[config.mk]
export PLATFORM = sky130hd
export DESIGN_NAME = mips_bus_arbiter
export DESIGN_NICKNAME = d
export VERILOG_FILES = /design/src/rtl/mips_bus_pkg.sv /design/src/rtl/mips_bus_watchdog.sv /design/src/rtl/mips_bus_arbiter.sv
export SDC_FILE = /design/constraint.sdc
export NUM_CORES = 1
export LEC_CHECK = 0
export ABC_AREA = 1
export CAP_MARGIN = 20
export CORE_AREA = 2 2 121 123
export DETAILED_ROUTE_END_ITERATION = 12
export DIE_AREA = 0 0 123 125
export PLACE_DENSITY_LB_ADDON = 0.1
export SLEW_MARGIN = 30
export SYNTH_ARGS = -nofsm -noshare
export SYNTH_HDL_FRONTEND = slang
export SYNTH_SLANG_ARGS = --single-unit
[constraint.sdc]
create_clock -name clk -period 2 [get_ports clk]
set_clock_uncertainty 0.15 [all_clocks]
set_input_delay 0.4 -clock clk [delete_from_list [all_inputs] [get_ports clk]]
set_output_delay 0.4 -clock clk [all_outputs]
set_load 0.01 [all_outputs]
[src/rtl/mips_bus_pkg.sv]
// mips_bus_pkg
//   Shared types and defaults for the MIPS Avalon-style bus arbiter slice.
//   arb_state_t        : arbiter FSM encoding (IDLE, GRANT0, GRANT1)
//   DEFAULT_ADDR_W     : default address width
//   DEFAULT_DATA_W     : default data width
//   DEFAULT_ABORT_DATA : readdata returned to a master on a watchdog abort
package mips_bus_pkg;

   localparam int unsigned DEFAULT_ADDR_W = 32;
   localparam int unsigned DEFAULT_DATA_W = 32;
   localparam logic [31:0] DEFAULT_ABORT_DATA = 32'hDEADBEEF;

   typedef enum logic [1:0] {
      IDLE   = 2'd0,
      GRANT0 = 2'd1,
      GRANT1 = 2'd2
   } arb_state_t;

endpackage

[src/rtl/mips_bus_watchdog.sv]
// mips_bus_watchdog
//   Counts granted cycles in which the slave holds waitrequest and flags
//   expiry once TIMEOUT_CYCLES such cycles have elapsed. TIMEOUT_CYCLES = 0
//   disables expiry entirely.
//   clk      in  : clock (posedge)
//   rst_n    in  : asynchronous active-low reset
//   clear    in  : synchronous clear (held while the arbiter is idle)
//   count_en in  : increment this cycle (granted and slave stalling)
//   expired  out : count has reached TIMEOUT_CYCLES
module mips_bus_watchdog
   import mips_bus_pkg::*;
#(
   parameter int unsigned TIMEOUT_CYCLES = 255
) (
   input  logic clk,
   input  logic rst_n,
   input  logic clear,
   input  logic count_en,
   output logic expired
);

   localparam int unsigned CNT_W = (TIMEOUT_CYCLES < 2) ? 1 : $clog2(TIMEOUT_CYCLES + 1);
   localparam logic [CNT_W-1:0] LIMIT = CNT_W'(TIMEOUT_CYCLES);

   logic [CNT_W-1:0] count_q;

   // Counter freezes at the limit so expiry stays asserted until cleared.
   always_ff @(posedge clk or negedge rst_n) begin
      if (!rst_n) begin
         count_q <= '0;
      end else if (clear) begin
         count_q <= '0;
      end else if (count_en && !expired) begin
         count_q <= count_q + CNT_W'(1);
      end
   end

   assign expired = (TIMEOUT_CYCLES != 0) && (count_q == LIMIT);

endmodule

[src/rtl/mips_bus_arbiter.sv]
// mips_bus_arbiter
//   Two-master, one-slave arbiter for the MIPS Avalon-style memory bus.
//   Master 0 is the CPU bus port, master 1 the loader/DMA port. One master
//   is granted per transaction; its request is forwarded to the slave and
//   readdata/waitrequest are routed back. A watchdog aborts transactions the
//   slave never completes.
//   Build option: MIPS_ARB_ROUND_ROBIN_EN selects round-robin tie-breaking;
//   undefined gives fixed priority to master 0.
//   Ports:
//     clk, rst_n                      : clock, async active-low reset
//     mN_address/read/write/
//       byteenable/writedata    (in)  : master N request
//     mN_readdata/waitrequest   (out) : master N response
//     s_address/read/write/
//       byteenable/writedata    (out) : slave request
//     s_readdata/waitrequest    (in)  : slave response
//     grant                     (out) : registered one-hot grant, 00 idle
//     timeout_err               (out) : sticky watchdog abort flag
module mips_bus_arbiter
   import mips_bus_pkg::*;
#(
   parameter int unsigned ADDR_W          = DEFAULT_ADDR_W,
   parameter int unsigned DATA_W          = DEFAULT_DATA_W,
   parameter int unsigned TIMEOUT_CYCLES  = 255,
   parameter logic [DATA_W-1:0] ABORT_DATA = DATA_W'(DEFAULT_ABORT_DATA)
) (
   input  logic                  clk,
   input  logic                  rst_n,

   input  logic [ADDR_W-1:0]     m0_address,
   input  logic                  m0_read,
   input  logic                  m0_write,
   input  logic [DATA_W/8-1:0]   m0_byteenable,
   input  logic [DATA_W-1:0]     m0_writedata,
   output logic [DATA_W-1:0]     m0_readdata,
   output logic                  m0_waitrequest,

   input  logic [ADDR_W-1:0]     m1_address,
   input  logic                  m1_read,
   input  logic                  m1_write,
   input  logic [DATA_W/8-1:0]   m1_byteenable,
   input  logic [DATA_W-1:0]     m1_writedata,
   output logic [DATA_W-1:0]     m1_readdata,
   output logic                  m1_waitrequest,

   output logic [ADDR_W-1:0]     s_address,
   output logic                  s_read,
   output logic                  s_write,
   output logic [DATA_W/8-1:0]   s_byteenable,
   output logic [DATA_W-1:0]     s_writedata,
   input  logic [DATA_W-1:0]     s_readdata,
   input  logic                  s_waitrequest,

   output logic [1:0]            grant,
   output logic                  timeout_err
);

   arb_state_t state_q, state_d;
   logic [1:0] grant_q, grant_d;
   logic       timeout_err_q, set_err;
   logic       req0, req1;
   logic       wd_expired;

`ifdef MIPS_ARB_ROUND_ROBIN_EN
   // 1 means master 1 was granted most recently.
   logic last_grant_q, last_grant_d;
`endif

   assign req0 = m0_read | m0_write;
   assign req1 = m1_read | m1_write;

   mips_bus_watchdog #(
      .TIMEOUT_CYCLES (TIMEOUT_CYCLES)
   ) u_watchdog (
      .clk      (clk),
      .rst_n    (rst_n),
      .clear    (state_q == IDLE),
      .count_en ((state_q != IDLE) && s_waitrequest),
      .expired  (wd_expired)
   );

   always_ff @(posedge clk or negedge rst_n) begin
      if (!rst_n) begin
         state_q       <= IDLE;
         grant_q       <= '0;
         timeout_err_q <= 1'b0;
`ifdef MIPS_ARB_ROUND_ROBIN_EN
         last_grant_q  <= 1'b1;
`endif
      end else begin
         state_q       <= state_d;
         grant_q       <= grant_d;
         if (set_err) begin
            timeout_err_q <= 1'b1;
         end
`ifdef MIPS_ARB_ROUND_ROBIN_EN
         last_grant_q  <= last_grant_d;
`endif
      end
   end

   // Next state. Every transaction passes back through IDLE so a master
   // still holding its request at the completion edge is not re-granted.
   always_comb begin
      state_d = state_q;
      set_err = 1'b0;
      case (state_q)
         IDLE: begin
            if (req0 && req1) begin
`ifdef MIPS_ARB_ROUND_ROBIN_EN
               state_d = last_grant_q ? GRANT0 : GRANT1;
`else
               state_d = GRANT0;
`endif
            end else if (req0) begin
               state_d = GRANT0;
            end else if (req1) begin
               state_d = GRANT1;
            end
         end
         GRANT0: begin
            if (wd_expired) begin
               state_d = IDLE;
               set_err = 1'b1;
            end else if (!req0 || !s_waitrequest) begin
               state_d = IDLE;
            end
         end
         GRANT1: begin
            if (wd_expired) begin
               state_d = IDLE;
               set_err = 1'b1;
            end else if (!req1 || !s_waitrequest) begin
               state_d = IDLE;
            end
         end
         default: state_d = IDLE;
      endcase

      grant_d = {state_d == GRANT1, state_d == GRANT0};

`ifdef MIPS_ARB_ROUND_ROBIN_EN
      last_grant_d = last_grant_q;
      if (state_d == GRANT0) begin
         last_grant_d = 1'b0;
      end else if (state_d == GRANT1) begin
         last_grant_d = 1'b1;
      end
`endif
   end

   // Request/response muxing. An abort kills the slave strobes and releases
   // the master in the same cycle with ABORT_DATA.
   always_comb begin
      s_address      = '0;
      s_read         = 1'b0;
      s_write        = 1'b0;
      s_byteenable   = '0;
      s_writedata    = '0;
      m0_readdata    = '0;
      m0_waitrequest = 1'b1;
      m1_readdata    = '0;
      m1_waitrequest = 1'b1;
      case (state_q)
         GRANT0: begin
            s_address      = m0_address;
            s_byteenable   = m0_byteenable;
            s_writedata    = m0_writedata;
            s_write        = m0_write & ~wd_expired;
            s_read         = m0_read & ~m0_write & ~wd_expired;
            m0_waitrequest = s_waitrequest & ~wd_expired;
            m0_readdata    = wd_expired ? ABORT_DATA : s_readdata;
         end
         GRANT1: begin
            s_address      = m1_address;
            s_byteenable   = m1_byteenable;
            s_writedata    = m1_writedata;
            s_write        = m1_write & ~wd_expired;
            s_read         = m1_read & ~m1_write & ~wd_expired;
            m1_waitrequest = s_waitrequest & ~wd_expired;
            m1_readdata    = wd_expired ? ABORT_DATA : s_readdata;
         end
         default: ;
      endcase
   end

   assign grant       = grant_q;
   assign timeout_err = timeout_err_q;

endmodule

==> results <==
## state kept, by name (all words and copies together) (netlist names)
signal,flops
u_watchdog.count_q,8
grant,2
state_q,2
timeout_err,1
## power by group
part / switching (uW) / leakage (uW) / internal, uW
clock network: 113 / 0.0000382 / 269
logic: 2740 / 0.00279 / 2400
registers: 36.0 / 0.000177 / 307
total: 2890 / 0.00300 / 2980
## worst register-to-register path, stage by stage, from the launching register on
cell and delay [ps]:
dfrtp_1 410, inv_2 120, ha_4 220, buf_6 190
buf_4 140, nand2_1 50, nand2_1 80, nand2_1 60
o21ai_1 180, nand2_1 90, nor2_1 100
## cells in the mapped netlist
| library cell | instances | area [um^2] |
|---|---|---|
| nor2_2 | 1 | 6.26 |
| inv_2 | 4 | 15.0 |
| nand2_4 | 1 | 11.3 |
| buf_2 | 14 | 70.1 |
| xor2_1 | 1 | 8.76 |
| nor3_2 | 10 | 100 |
| nand2_1 | 164 | 616 |
| o21ai_0 | 3 | 15.0 |
| clkinv_1 | 1 | 3.75 |
| nor3_1 | 8 | 40.0 |
| nor4_1 | 1 | 6.26 |
| buf_8 | 1 | 15.0 |
| inv_1 | 54 | 203 |
| clkbuf_1 | 16 | 60.1 |
| o21ai_1 | 6 | 30.0 |
| buf_6 | 1 | 11.3 |
| nor2_1 | 5 | 18.8 |
| a21oi_1 | 119 | 596 |
| nand3_1 | 7 | 35.0 |
| nand2_2 | 2 | 12.5 |
| buf_1 | 4 | 15.0 |
| dfrtp_1 | 13 | 325 |
| o21ai_2 | 1 | 8.76 |
| o21bai_1 | 1 | 7.51 |
| ha_1 | 5 | 62.6 |
| nor2_4 | 2 | 22.5 |
| o211ai_1 | 1 | 7.51 |
| xnor2_1 | 1 | 8.76 |
| nand4_1 | 4 | 25.0 |
## repair_timing
item	4_1_cts	5_1_grt
setup buffers	6	3
cloned	3	11
setup endpoints to repair	136	136
gates resized for setup	601	130
pin swaps	5	30
## metrics by stage
| stage | cell area (um^2) | total power [uW] | TNS, ps |
|---|---|---|---|
| 2_1_floorplan | 2360 | 2140 | 0 |
| 3_3_place_gp | 6020 | 4750 | -40870 |
| 3_5_place_dp | 6020 | 4730 | -43230 |
| 4_1_cts | 5850 | 5110 | -15710 |
| 5_1_grt | 6480 | 6270 | -29240 |
| 6_report | 6480 | 5870 | -16490 |
## metal layers
metal	wire (um)	up-vias	GRT usage (%)
li1	-	2141	-
met1	5600	2003	18.5
met2	9130	205	37.4
met3	1430	17	4.01
met4	336	0	4.41
met5	0	-	0
## final cells by class
class | count | share of cell area (%)
repair buffers | 380 | 52.5
inverters | 59 | 3.73
multi-input cells | 343 | 33.9
clock buffers | 4 | 1.22
well taps | 184 | 3.55
diodes | 2 | 0.0772
flip-flops and latches | 13 | 5.02
## worst paths after layout
| path | startpoint | endpoint | slack (ps) | cells past startpoint |
|---|---|---|---|---|
| worst max-delay path | u_watchdog.count_q[0] | m1_readdata[20] | -220 | 9 |
| worst min-delay path | rst_n | u_watchdog.count_q[1] | 320 | 2 |
| worst max register to register | state_q[1] | grant[0] | 140 | 10 |
| worst min register to register | timeout_err | timeout_err | 370 | 1 |
| max in group asynchronous | rst_n | u_watchdog.count_q[3] | 1210 | 2 |
| min in group clk | timeout_err | timeout_err | 370 | 1 |
## logic make-up after synthesis
family,Yosys count,share of synthesized area (%)
AND/OR/NAND/NOR,205,37.9
flip-flops,13,13.8
XOR/XNOR,2,0.744
AO/OA/AOI/OAI,131,28.2
adder cells (fa/ha/maj),5,2.66
buffers and inverters,95,16.7
==> flow_metrics.env <==
export IMPL_worstSetupPathType="reg -> out"
export IMPL_max_slew_margin_rel_pct=79.4
export IMPL_first_pass_iters=4
export IMPL_antenna_found_initial=2
export IMPL_drtAntennaViolNets=0
export IMPL_violations="setup timing"
export IMPL_hold_buffers=0
export IMPL_syn_avg_cell_area_um2=5.22
export IMPL_cp_required_ps=1450
export IMPL_cts_num_sinks=13
export IMPL_critPathSlowestCell="dfrtp_1"
export IMPL_final_nets=980
export IMPL_dieArea_um2=15400
export IMPL_syn_to_final_growth_pct=175
export IMPL_ff_latch_area_um2=325
export IMPL_setup_violations=136
export IMPL_dp_hpwl_um=12100
export IMPL_clk_path_buf_depth=2
export IMPL_cts_tree="yes"
export IMPL_grt_util_all_layers_pct=18.5
export IMPL_n_fill_cell=1494
export IMPL_instances_no_fill=985
export IMPL_outcome="finished, violations left"
export IMPL_hold_viol_final=0
export IMPL_grt_max_degree=49
export IMPL_period_share_pct=111
export IMPL_fin_ws_ps=-217
export IMPL_yosysSeqAreaShare_pct=13.8
export IMPL_multiInputGateArea_um2=2200
export IMPL_ir_drop_v=0.000441
export IMPL_syn_nets=631
export IMPL_grt_pass1_wl_um=22200
export IMPL_htree_num_levels=1
export IMPL_worst_slew_pin_transition_ps=308
export IMPL_synthCells=451
export IMPL_cp_num_buf_inv=4
export IMPL_drv_slew=0
export IMPL_clkTransAtPathRegs_ps=50
export IMPL_ys_types=29
export IMPL_syn_area_um2=2360
export IMPL_drt_iter0_markers=115
export IMPL_period_needed_ps=2220
export IMPL_final_common_cell="clkdlybuf4s50_1"
export IMPL_clk_latency_ps=250
export IMPL_gp_congestion=0.957
export IMPL_crit_family="buffers and inverters"
export IMPL_final_cell_mix="clkdlybuf4s50_1 (177), buf_2 (131), nand2_1 (130)"
export IMPL_avgViaCountPerCell=4.43
export IMPL_power_density_nw_per_um2=905
export IMPL_start_kind="register"
export IMPL_overflow=0
export IMPL_max_freq_mhz=451
export IMPL_row_count=44
export IMPL_grt_pass1_vias=4189
export IMPL_cp_end_kind="output pin"
export IMPL_hold_class="in -> async"
export IMPL_vias=4366
export IMPL_drc_errors=0
export IMPL_maxCapViolations=0
export IMPL_place_inst=957
export IMPL_drive_above_1_share_pct=42.7
export IMPL_wl_um=16500
export IMPL_die_w_um=123
export IMPL_cts_buffers=3
export IMPL_holdWs_ps=319
export IMPL_start_util_pct=16.6
export IMPL_synth_ff_latch_count=13
export IMPL_power_leakage_uw=0.00300
export IMPL_place_ws_ps=-428
export IMPL_fin_util_pct=45.6
export IMPL_rsz0062_at_grt="true"
export IMPL_wire_per_inst_um=16.7
export IMPL_yosys_warnings=0
export IMPL_worstPathArrival_ps=1670
export IMPL_place_port_buffers=313
export IMPL_crit_chain="ha_4 > nand2_4 > nor2_4 > nand2_8 > clkinv_8 > buf_8 > buf_6 > nor3_2 > buf_2"
export IMPL_core_um2=14200
export IMPL_cts_root_buf="clkbuf_16"
export IMPL_die_height_um=125
export IMPL_max_stage_delay_ps=400
export IMPL_ios=314
export IMPL_path_max_fanout=6
Note: power is estimated with default switching activity, not from simulation.
